<file path="config.mk">
export PLATFORM = sky130hd
export DESIGN_NAME = mini_alu_core_v2
export DESIGN_NICKNAME = d
export VERILOG_FILES = /design/src/rtl/mini_alu_pkg.sv /design/src/rtl/mini_alu_ret_stack.sv /design/src/rtl/mini_alu_core_v2.sv
export SDC_FILE = /design/constraint.sdc
export NUM_CORES = 1
export LEC_CHECK = 0
export BUFFER_PORTS_ARGS = -buffer_cell sky130_fd_sc_hd__clkbuf_2
export CORE_AREA = 2 2 218 220
export DETAILED_ROUTE_END_ITERATION = 7
export DIE_AREA = 0 0 220 222
export MAX_ROUTING_LAYER = met4
export PLACE_DENSITY = 0.8
export SETUP_SLACK_MARGIN = 0.2
export SLEW_MARGIN = 15
export SYNTH_ARGS = -nofsm -noshare
export SYNTH_HDL_FRONTEND = slang
export SYNTH_SLANG_ARGS = --single-unit
</file>
<file path="constraint.sdc">
create_clock -name Clock -period 15.6 [get_ports Clock]
set_input_delay 3.9 -clock Clock [delete_from_list [all_inputs] [get_ports Clock]]
set_output_delay 3.9 -clock Clock [all_outputs]
set_load 0.01 [all_outputs]
</file>
<file path="src/rtl/mini_alu_pkg.sv">
// Shared opcodes, instruction field layout and sizing helpers for the mini ALU core.
package mini_alu_pkg;

  typedef enum logic [3:0] {
    OP_NOP  = 4'h0,
    OP_ADD  = 4'h1,
    OP_SUB  = 4'h2,
    OP_STO  = 4'h3,
    OP_BLE  = 4'h4,
    OP_BNE  = 4'h5,
    OP_JMP  = 4'h6,
    OP_CALL = 4'h7,
    OP_RET  = 4'h8,
    OP_INC  = 4'h9,
    OP_ADDI = 4'hA,
    OP_MUL  = 4'hB,
    OP_MULI = 4'hC,
    OP_SHL  = 4'hD,
    OP_SHR  = 4'hE,
    OP_LED  = 4'hF
  } op_e;

  // Field index: 0 = src0, 1 = src1, 2 = dst, 3 = opcode.
  function automatic int f_fld_lsb(input int addr_w, input int idx);
    return idx * addr_w;
  endfunction

  function automatic int f_instr_w(input int addr_w);
    return 4 + 3 * addr_w;
  endfunction

  function automatic int f_lvl_w(input int depth);
    return $clog2(depth + 1);
  endfunction

endpackage

</file>
<file path="src/rtl/mini_alu_ret_stack.sv">
// Hardware return-address LIFO: pushes past full and pops from empty are dropped
// and recorded in sticky flags that clear only on reset.
module mini_alu_ret_stack
  import mini_alu_pkg::*;
#(
  parameter int STACK_DEPTH = 4,
  parameter int IP_W        = 16
) (
  input  logic                              i_clk,
  input  logic                              i_rst,
  input  logic                              i_push,
  input  logic                              i_pop,
  input  logic [IP_W-1:0]                   i_data,
  output logic [IP_W-1:0]                   o_top,
  output logic                              o_empty,
  output logic [f_lvl_w(STACK_DEPTH)-1:0]   o_level,
  output logic                              o_ovf,
  output logic                              o_unf
);

  localparam int LW    = f_lvl_w(STACK_DEPTH);
  localparam int IDX_W = (STACK_DEPTH > 1) ? $clog2(STACK_DEPTH) : 1;

  logic [IP_W-1:0] r_mem [STACK_DEPTH];
  logic [LW-1:0]   r_level;
  logic            r_ovf;
  logic            r_unf;
  logic            w_full;

  assign w_full  = (r_level == LW'(STACK_DEPTH));
  assign o_empty = (r_level == '0);
  assign o_top   = r_mem[IDX_W'(r_level - LW'(1))];
  assign o_level = r_level;
  assign o_ovf   = r_ovf;
  assign o_unf   = r_unf;

  always_ff @(posedge i_clk or posedge i_rst) begin
    if (i_rst) begin
      r_level <= '0;
      r_ovf   <= 1'b0;
      r_unf   <= 1'b0;
    end else if (i_push) begin
      if (w_full) r_ovf <= 1'b1;
      else        r_level <= r_level + LW'(1);
    end else if (i_pop) begin
      if (o_empty) r_unf <= 1'b1;
      else         r_level <= r_level - LW'(1);
    end
  end

  // Entry storage needs no reset: only slots below the level are ever read.
  always_ff @(posedge i_clk) begin
    if (i_push && !w_full) r_mem[IDX_W'(r_level)] <= i_data;
  end

endmodule

</file>
<file path="src/rtl/mini_alu_core_v2.sv">
// Two-stage fetch/execute mini CPU core with register file, return stack and stall.
// Define MINI_ALU_BYPASS_EN to forward the execute-stage write into the fetched operands.
module mini_alu_core_v2
  import mini_alu_pkg::*;
#(
  parameter int DATA_W      = 16,
  parameter int ADDR_W      = 8,
  parameter int IP_W        = 16,
  parameter int REG_DEPTH   = 16,
  parameter int STACK_DEPTH = 4,
  parameter int LED_W       = 8
) (
  input  logic                              Clock,
  input  logic                              Reset,
  input  logic                              iStall,
  input  logic [f_instr_w(ADDR_W)-1:0]      iInstruction,
  output logic [IP_W-1:0]                   oIP,
  output logic [LED_W-1:0]                  oLed,
  output logic                              oStackOvf,
  output logic                              oStackUnf,
  output logic [f_lvl_w(STACK_DEPTH)-1:0]   oStackLevel
);

  localparam int SRC0_LSB = f_fld_lsb(ADDR_W, 0);
  localparam int SRC1_LSB = f_fld_lsb(ADDR_W, 1);
  localparam int DST_LSB  = f_fld_lsb(ADDR_W, 2);
  localparam int OP_LSB   = f_fld_lsb(ADDR_W, 3);
  localparam int SH_W     = $clog2(DATA_W);
  localparam int RIDX_W   = (REG_DEPTH > 1) ? $clog2(REG_DEPTH) : 1;
  localparam logic [ADDR_W:0] REG_LIM = (ADDR_W+1)'(REG_DEPTH);

  op_e               r_op;
  logic [ADDR_W-1:0] r_dst;
  logic [ADDR_W-1:0] r_src1;
  logic [ADDR_W-1:0] r_src0;
  logic [DATA_W-1:0] r_a1;
  logic [DATA_W-1:0] r_a0;
  logic [IP_W-1:0]   r_ip;
  logic [LED_W-1:0]  r_led;
  logic [DATA_W-1:0] r_regs [REG_DEPTH];

  op_e                 w_f_op;
  logic [ADDR_W-1:0]   w_f_dst;
  logic [ADDR_W-1:0]   w_f_src1;
  logic [ADDR_W-1:0]   w_f_src0;
  logic [DATA_W-1:0]   w_rd1;
  logic [DATA_W-1:0]   w_rd0;
  logic [2*ADDR_W-1:0] w_imm_raw;
  logic [DATA_W-1:0]   w_imm;
  logic [DATA_W-1:0]   w_src0_ext;
  logic [SH_W-1:0]     w_sh;
  logic [DATA_W-1:0]   w_res;
  logic                w_wr;
  logic                w_rf_we;
  logic                w_taken;
  logic [IP_W-1:0]     w_target;
  logic                w_push;
  logic                w_pop;
  logic                w_led_we;
  logic [IP_W-1:0]     w_stk_top;
  logic                w_stk_empty;
  logic [IP_W-1:0]     w_ip_next;

  assign w_f_op   = op_e'(iInstruction[OP_LSB +: 4]);
  assign w_f_dst  = iInstruction[DST_LSB +: ADDR_W];
  assign w_f_src1 = iInstruction[SRC1_LSB +: ADDR_W];
  assign w_f_src0 = iInstruction[SRC0_LSB +: ADDR_W];

  assign w_imm_raw  = {r_src1, r_src0};
  assign w_imm      = DATA_W'(w_imm_raw);
  assign w_src0_ext = DATA_W'(r_src0);
  assign w_sh       = r_src0[SH_W-1:0];

  always_comb begin
    w_res    = '0;
    w_wr     = 1'b0;
    w_taken  = 1'b0;
    w_target = IP_W'(r_dst);
    w_push   = 1'b0;
    w_pop    = 1'b0;
    w_led_we = 1'b0;
    case (r_op)
      OP_ADD:  begin w_wr = 1'b1; w_res = r_a1 + r_a0;         end
      OP_SUB:  begin w_wr = 1'b1; w_res = r_a1 - r_a0;         end
      OP_STO:  begin w_wr = 1'b1; w_res = w_imm;               end
      OP_BLE:  w_taken = (r_a1 <= r_a0);
      OP_BNE:  w_taken = (r_a1 != r_a0);
      OP_JMP:  w_taken = 1'b1;
      OP_CALL: begin w_taken = 1'b1; w_push = 1'b1;            end
      // An empty-stack return falls through to the sequential address.
      OP_RET:  begin w_pop = 1'b1; w_taken = ~w_stk_empty; w_target = w_stk_top; end
      OP_INC:  begin w_wr = 1'b1; w_res = r_a1 + DATA_W'(1);   end
      OP_ADDI: begin w_wr = 1'b1; w_res = r_a1 + w_src0_ext;   end
      OP_MUL:  begin w_wr = 1'b1; w_res = r_a1 * r_a0;         end
      OP_MULI: begin w_wr = 1'b1; w_res = r_a1 * w_src0_ext;   end
      OP_SHL:  begin w_wr = 1'b1; w_res = r_a1 << w_sh;        end
      OP_SHR:  begin w_wr = 1'b1; w_res = r_a1 >> w_sh;        end
      OP_LED:  w_led_we = 1'b1;
      default: ;
    endcase
  end

  assign w_rf_we   = w_wr & ({1'b0, r_dst} < REG_LIM);
  assign oIP       = w_taken ? w_target : r_ip;
  assign w_ip_next = oIP + IP_W'(1);

  always_comb begin
    w_rd1 = '0;
    w_rd0 = '0;
    if ({1'b0, w_f_src1} < REG_LIM) w_rd1 = r_regs[w_f_src1[RIDX_W-1:0]];
    if ({1'b0, w_f_src0} < REG_LIM) w_rd0 = r_regs[w_f_src0[RIDX_W-1:0]];
`ifdef MINI_ALU_BYPASS_EN
    if (w_rf_we && (r_dst == w_f_src1)) w_rd1 = w_res;
    if (w_rf_we && (r_dst == w_f_src0)) w_rd0 = w_res;
`endif
  end

  always_ff @(posedge Clock or posedge Reset) begin
    if (Reset) begin
      r_ip   <= '0;
      r_op   <= OP_NOP;
      r_dst  <= '0;
      r_src1 <= '0;
      r_src0 <= '0;
      r_a1   <= '0;
      r_a0   <= '0;
      r_led  <= '0;
      for (int i = 0; i < REG_DEPTH; i++) r_regs[i] <= '0;
    end else if (!iStall) begin
      r_ip   <= w_ip_next;
      r_op   <= w_f_op;
      r_dst  <= w_f_dst;
      r_src1 <= w_f_src1;
      r_src0 <= w_f_src0;
      r_a1   <= w_rd1;
      r_a0   <= w_rd0;
      if (w_rf_we)  r_regs[r_dst[RIDX_W-1:0]] <= w_res;
      if (w_led_we) r_led <= r_a1[LED_W-1:0];
    end
  end

  assign oLed = r_led;

  mini_alu_ret_stack #(
    .STACK_DEPTH (STACK_DEPTH),
    .IP_W        (IP_W)
  ) u_ret_stack (
    .i_clk   (Clock),
    .i_rst   (Reset),
    .i_push  (w_push & ~iStall),
    .i_pop   (w_pop & ~iStall),
    .i_data  (r_ip),
    .o_top   (w_stk_top),
    .o_empty (w_stk_empty),
    .o_level (oStackLevel),
    .o_ovf   (oStackOvf),
    .o_unf   (oStackUnf)
  );

endmodule

</file>
==> metrics.yaml <==
hp-class: "reg2reg"
critPathLaunchType: "register"
cellLeakagePower_uw: 0.0140
mappedNetlistNets: 3094
layout_worst_path_cycle_share_pct: 53.3
unrepaired_setup_endpoints_after_global_routing: "false"
gp_congestion: 0.989
period_minus_slack_ns: 8.31
syn_avg_cell_area_um2: 10.7
place_worst_setup_slack_ns: 7.92
endpoint_kind: "output port"
cap_violations: 0
globalRoute.totalOverflow: 0
die_area_um2: 48800
clk_latency_ns: 0.58
cts_max_level: 2
route.detailed.wl_per_inst_um: 25.8
die_y_um: 222
cts_tree: "built"
finalNetCount: 3062
path_clk_slew_ns: 0.06
path_max_fanout: 24
n_antenna_cell: 0
outcome: "completed"
power.ir.vdd_worst_mv: 0.112
number_of_synthesized_register_bits: 409
yosys.area_share.adder_pct: 14.4
grtUsageTotal_pct: 38.3
top_level_ports: 60
post_synth_instance_area_um2: 30000
grt_pass1_wl_um: 138000
power_per_cell_area_nw_per_um2: 89.5
numPlacedInstances: 3331
drv_slew: 0
setup_viol_count_final: 0
core-area_um2: 46300
timing.fmax_mhz: 120
p_switching_uw: 832
maximum_number_of_pins_on_one_net_before_global_route_repair: 107
area_growth_syn_to_layout_pct: 7.38
die_w_um: 220
p_int_uw: 2050
power_frac_comb_pct: 17.6
synth_top_family_by_area: "multiplexers"
tightest_pin_transition_ns: 1.20
critical_path_arrival_ns: 4.41
post-synth-top-area-fraction_pct: 28.8
worst_path_largest_cell_delay_ns: 0.57
synth-compound-area-share_pct: 11.8
route.vias.total: 23200
antenna_found_initial: 0
sw_frac_of_total_pct: 28.9
sequentialPowerShare_pct: 43.1
skew_final_ns: 0.0229
timing.critical_path.required_ns: 11.70
async_flop_share_pct: 84.4
final_critical_path_setup_slack_ns: 7.29
timing.critical_path.cells: "inv_1, ha_1, inv_1, fa_1, a21o_1, a21oi_1, o221a_2, o21ai_2, a21o_1, o21ai_0, clkbuf_2"
route.detailed.drc: 0
firstDrtPassIters: 7
tritoncts_sinks: 409
cp_slowest_cell: "sky130_fd_sc_hd__a21o_1"
postCtsResizedCells: 0
cts_setup_buffers: 0
viasPerCell: 6.80
cts_hold_buf: 0
clockBufferDepth: 3
drt_iter0_markers: 2735
ranking_of_synthesized_cells_by_area: "sky130_fd_sc_hd__dfrtp_1 29%, sky130_fd_sc_hd__mux4_2 14%, sky130_fd_sc_hd__fa_1 9.5%"
cts-root-buf: "sky130_fd_sc_hd__clkbuf_16"
flop_to_flop_setup_slack_ns: 8.61
clkPwrFrac_pct: 39.3
most_common_cell_in_the_synthesized_netlist: "sky130_fd_sc_hd__dfrtp_1"
postSynthCellCount: 2802
core.rowCount: 79
yosysUniqueCellTypes: 89
path_class: "reg2out"
total_wirelength_of_the_detailed_routed_design_um: 88000
yosysWarningCount: 0
io_buffer_count: 59
yosys_most_used_dff: "sky130_fd_sc_hd__dfrtp_1"
post_route_cells_drive_above_1_share_pct: 18.6
synth_enable_flop_cells: 64
most_area_hungry_cell_type_in_the_yosys_netlist: "sky130_fd_sc_hd__dfrtp_1"
synth_xor_area_share_pct: 2.92
antenna_violating_nets_post_route: 0
setup-tns-final_ns: 0
design_power_total_uw: 2880
initial_utilization_pct: 64.8
post_synth_mux_area_share_pct: 18.1
cts-buffers-inserted: 43
place_hpwl_um: 58700
timing.max_slew.rel_slack_pct: 19.2
hold-worst-slack_ns: 0.491
synthTopCellsByCount: "345 x sky130_fd_sc_hd__dfrtp_1, 317 x sky130_fd_sc_hd__nand2_1, 216 x sky130_fd_sc_hd__inv_1"
number_of_endpoints_with_negative_hold_slack_in_the_final_report: 0
first_global_vias: 24300
ys_seq_area_share_pct: 35.2
synth_simple_gate_area_share_pct: 11.9
layoutNonFillerInstCount: 3409
[cell usage in the layout, fill, tap and decap left out, types with 19 or more instances in the layout]
cell type and instances:
sky130_fd_sc_hd__mux2_2 76, sky130_fd_sc_hd__dfrtp_1 344, sky130_fd_sc_hd__mux2i_1 29, sky130_fd_sc_hd__a21oi_2 23
sky130_fd_sc_hd__nand3_1 26, sky130_fd_sc_hd__xor2_1 28, sky130_fd_sc_hd__nor3_1 29, sky130_fd_sc_hd__xnor2_1 72
sky130_fd_sc_hd__ha_1 119, sky130_fd_sc_hd__a21o_1 19, sky130_fd_sc_hd__fa_1 142, sky130_fd_sc_hd__buf_4 58
sky130_fd_sc_hd__a21oi_1 136, sky130_fd_sc_hd__a32o_1 32, sky130_fd_sc_hd__nor2_1 200, sky130_fd_sc_hd__o21ai_1 25
sky130_fd_sc_hd__nand2_1 317, sky130_fd_sc_hd__mux4_2 182, sky130_fd_sc_hd__o21ai_0 177, sky130_fd_sc_hd__and2_1 119
sky130_fd_sc_hd__inv_1 215, sky130_fd_sc_hd__edfxtp_1 64, sky130_fd_sc_hd__clkbuf_2 54, sky130_fd_sc_hd__clkbuf_16 43
[worst max-delay path, delay by kind of cell, from the launching register on]
kind            cells  cell delay [ns]
buf+inv             3             0.74
flops               1             0.37
fa+ha+maj           2             0.68
compound gates      6             2.02
[metal layers]
layer  GRT usage [%]  routed length (µm)
met5               -                   0
met4            18.5                4740
met3            6.41                7930
met2            60.6               43000
met1            48.2               32400
[flip-flops by register name, indices dropped and copies added (netlist names)]
signal,cells
r_ip,16
r_src1,8
u_ret_stack.o_unf,1
u_ret_stack.o_level,3
r_regs,256
r_a1,16
u_ret_stack.r_mem,64
r_op,4
r_dst,8
r_a0,16
u_ret_stack.o_ovf,1
oLed,8
r_src0,8
[path summary, 6_finish.rpt]
kind | from | to | cells past startpoint
worst min-delay path | u_ret_stack.o_unf | u_ret_stack.o_unf | 1
worst max register to register | r_a0[1] | r_regs[62] | 18
worst max-delay path | r_a1[0] | oIP[0] | 11
max in group asynchronous | Reset | r_regs[197] | 4
worst min register to register | u_ret_stack.o_unf | u_ret_stack.o_unf | 1
min in group asynchronous | Reset | r_regs[25] | 2
[power groups by stage]
stage	sequential, µW	clock, µW	combinational (µW)
floorplan	1220	0	376
finish	1240	1130	509
CTS	1240	1140	503
detailed placement	1260	0	496
global placement	1250	0	482
global route	1250	1180	544
[cells by family (layout without fill, tap and decap cells)]
family                   count (synthesis)  in the layout
AND/OR/NAND/NOR                        779            779
XOR/XNOR                               100            100
adder cells (fa/ha/maj)                261            261
AO/OA/AOI/OAI                          547            547
multiplexers                           297            297
buffers and inverters                  409            409
flip-flops                             409            409
[layout make-up]
type                       count  area [µm²]
clock buffer                  53        1190
clock inverter                24         348
fill                        3240       14100
inverter                     217         822
multi-input combinational   1984       17800
sequential                   409       10600
tap                          607         759
timing repair buffer         115         736
[through the flow]
step                      cell area, µm²  utilization (%)
final                              32200             69.6
after global routing               32200             69.6
after CTS                          32200             69.5
after detailed placement           30600             66.2
after global placement             30600             66.2
after floorplan                    30000                -
Power figures use the tool's default switching activity.
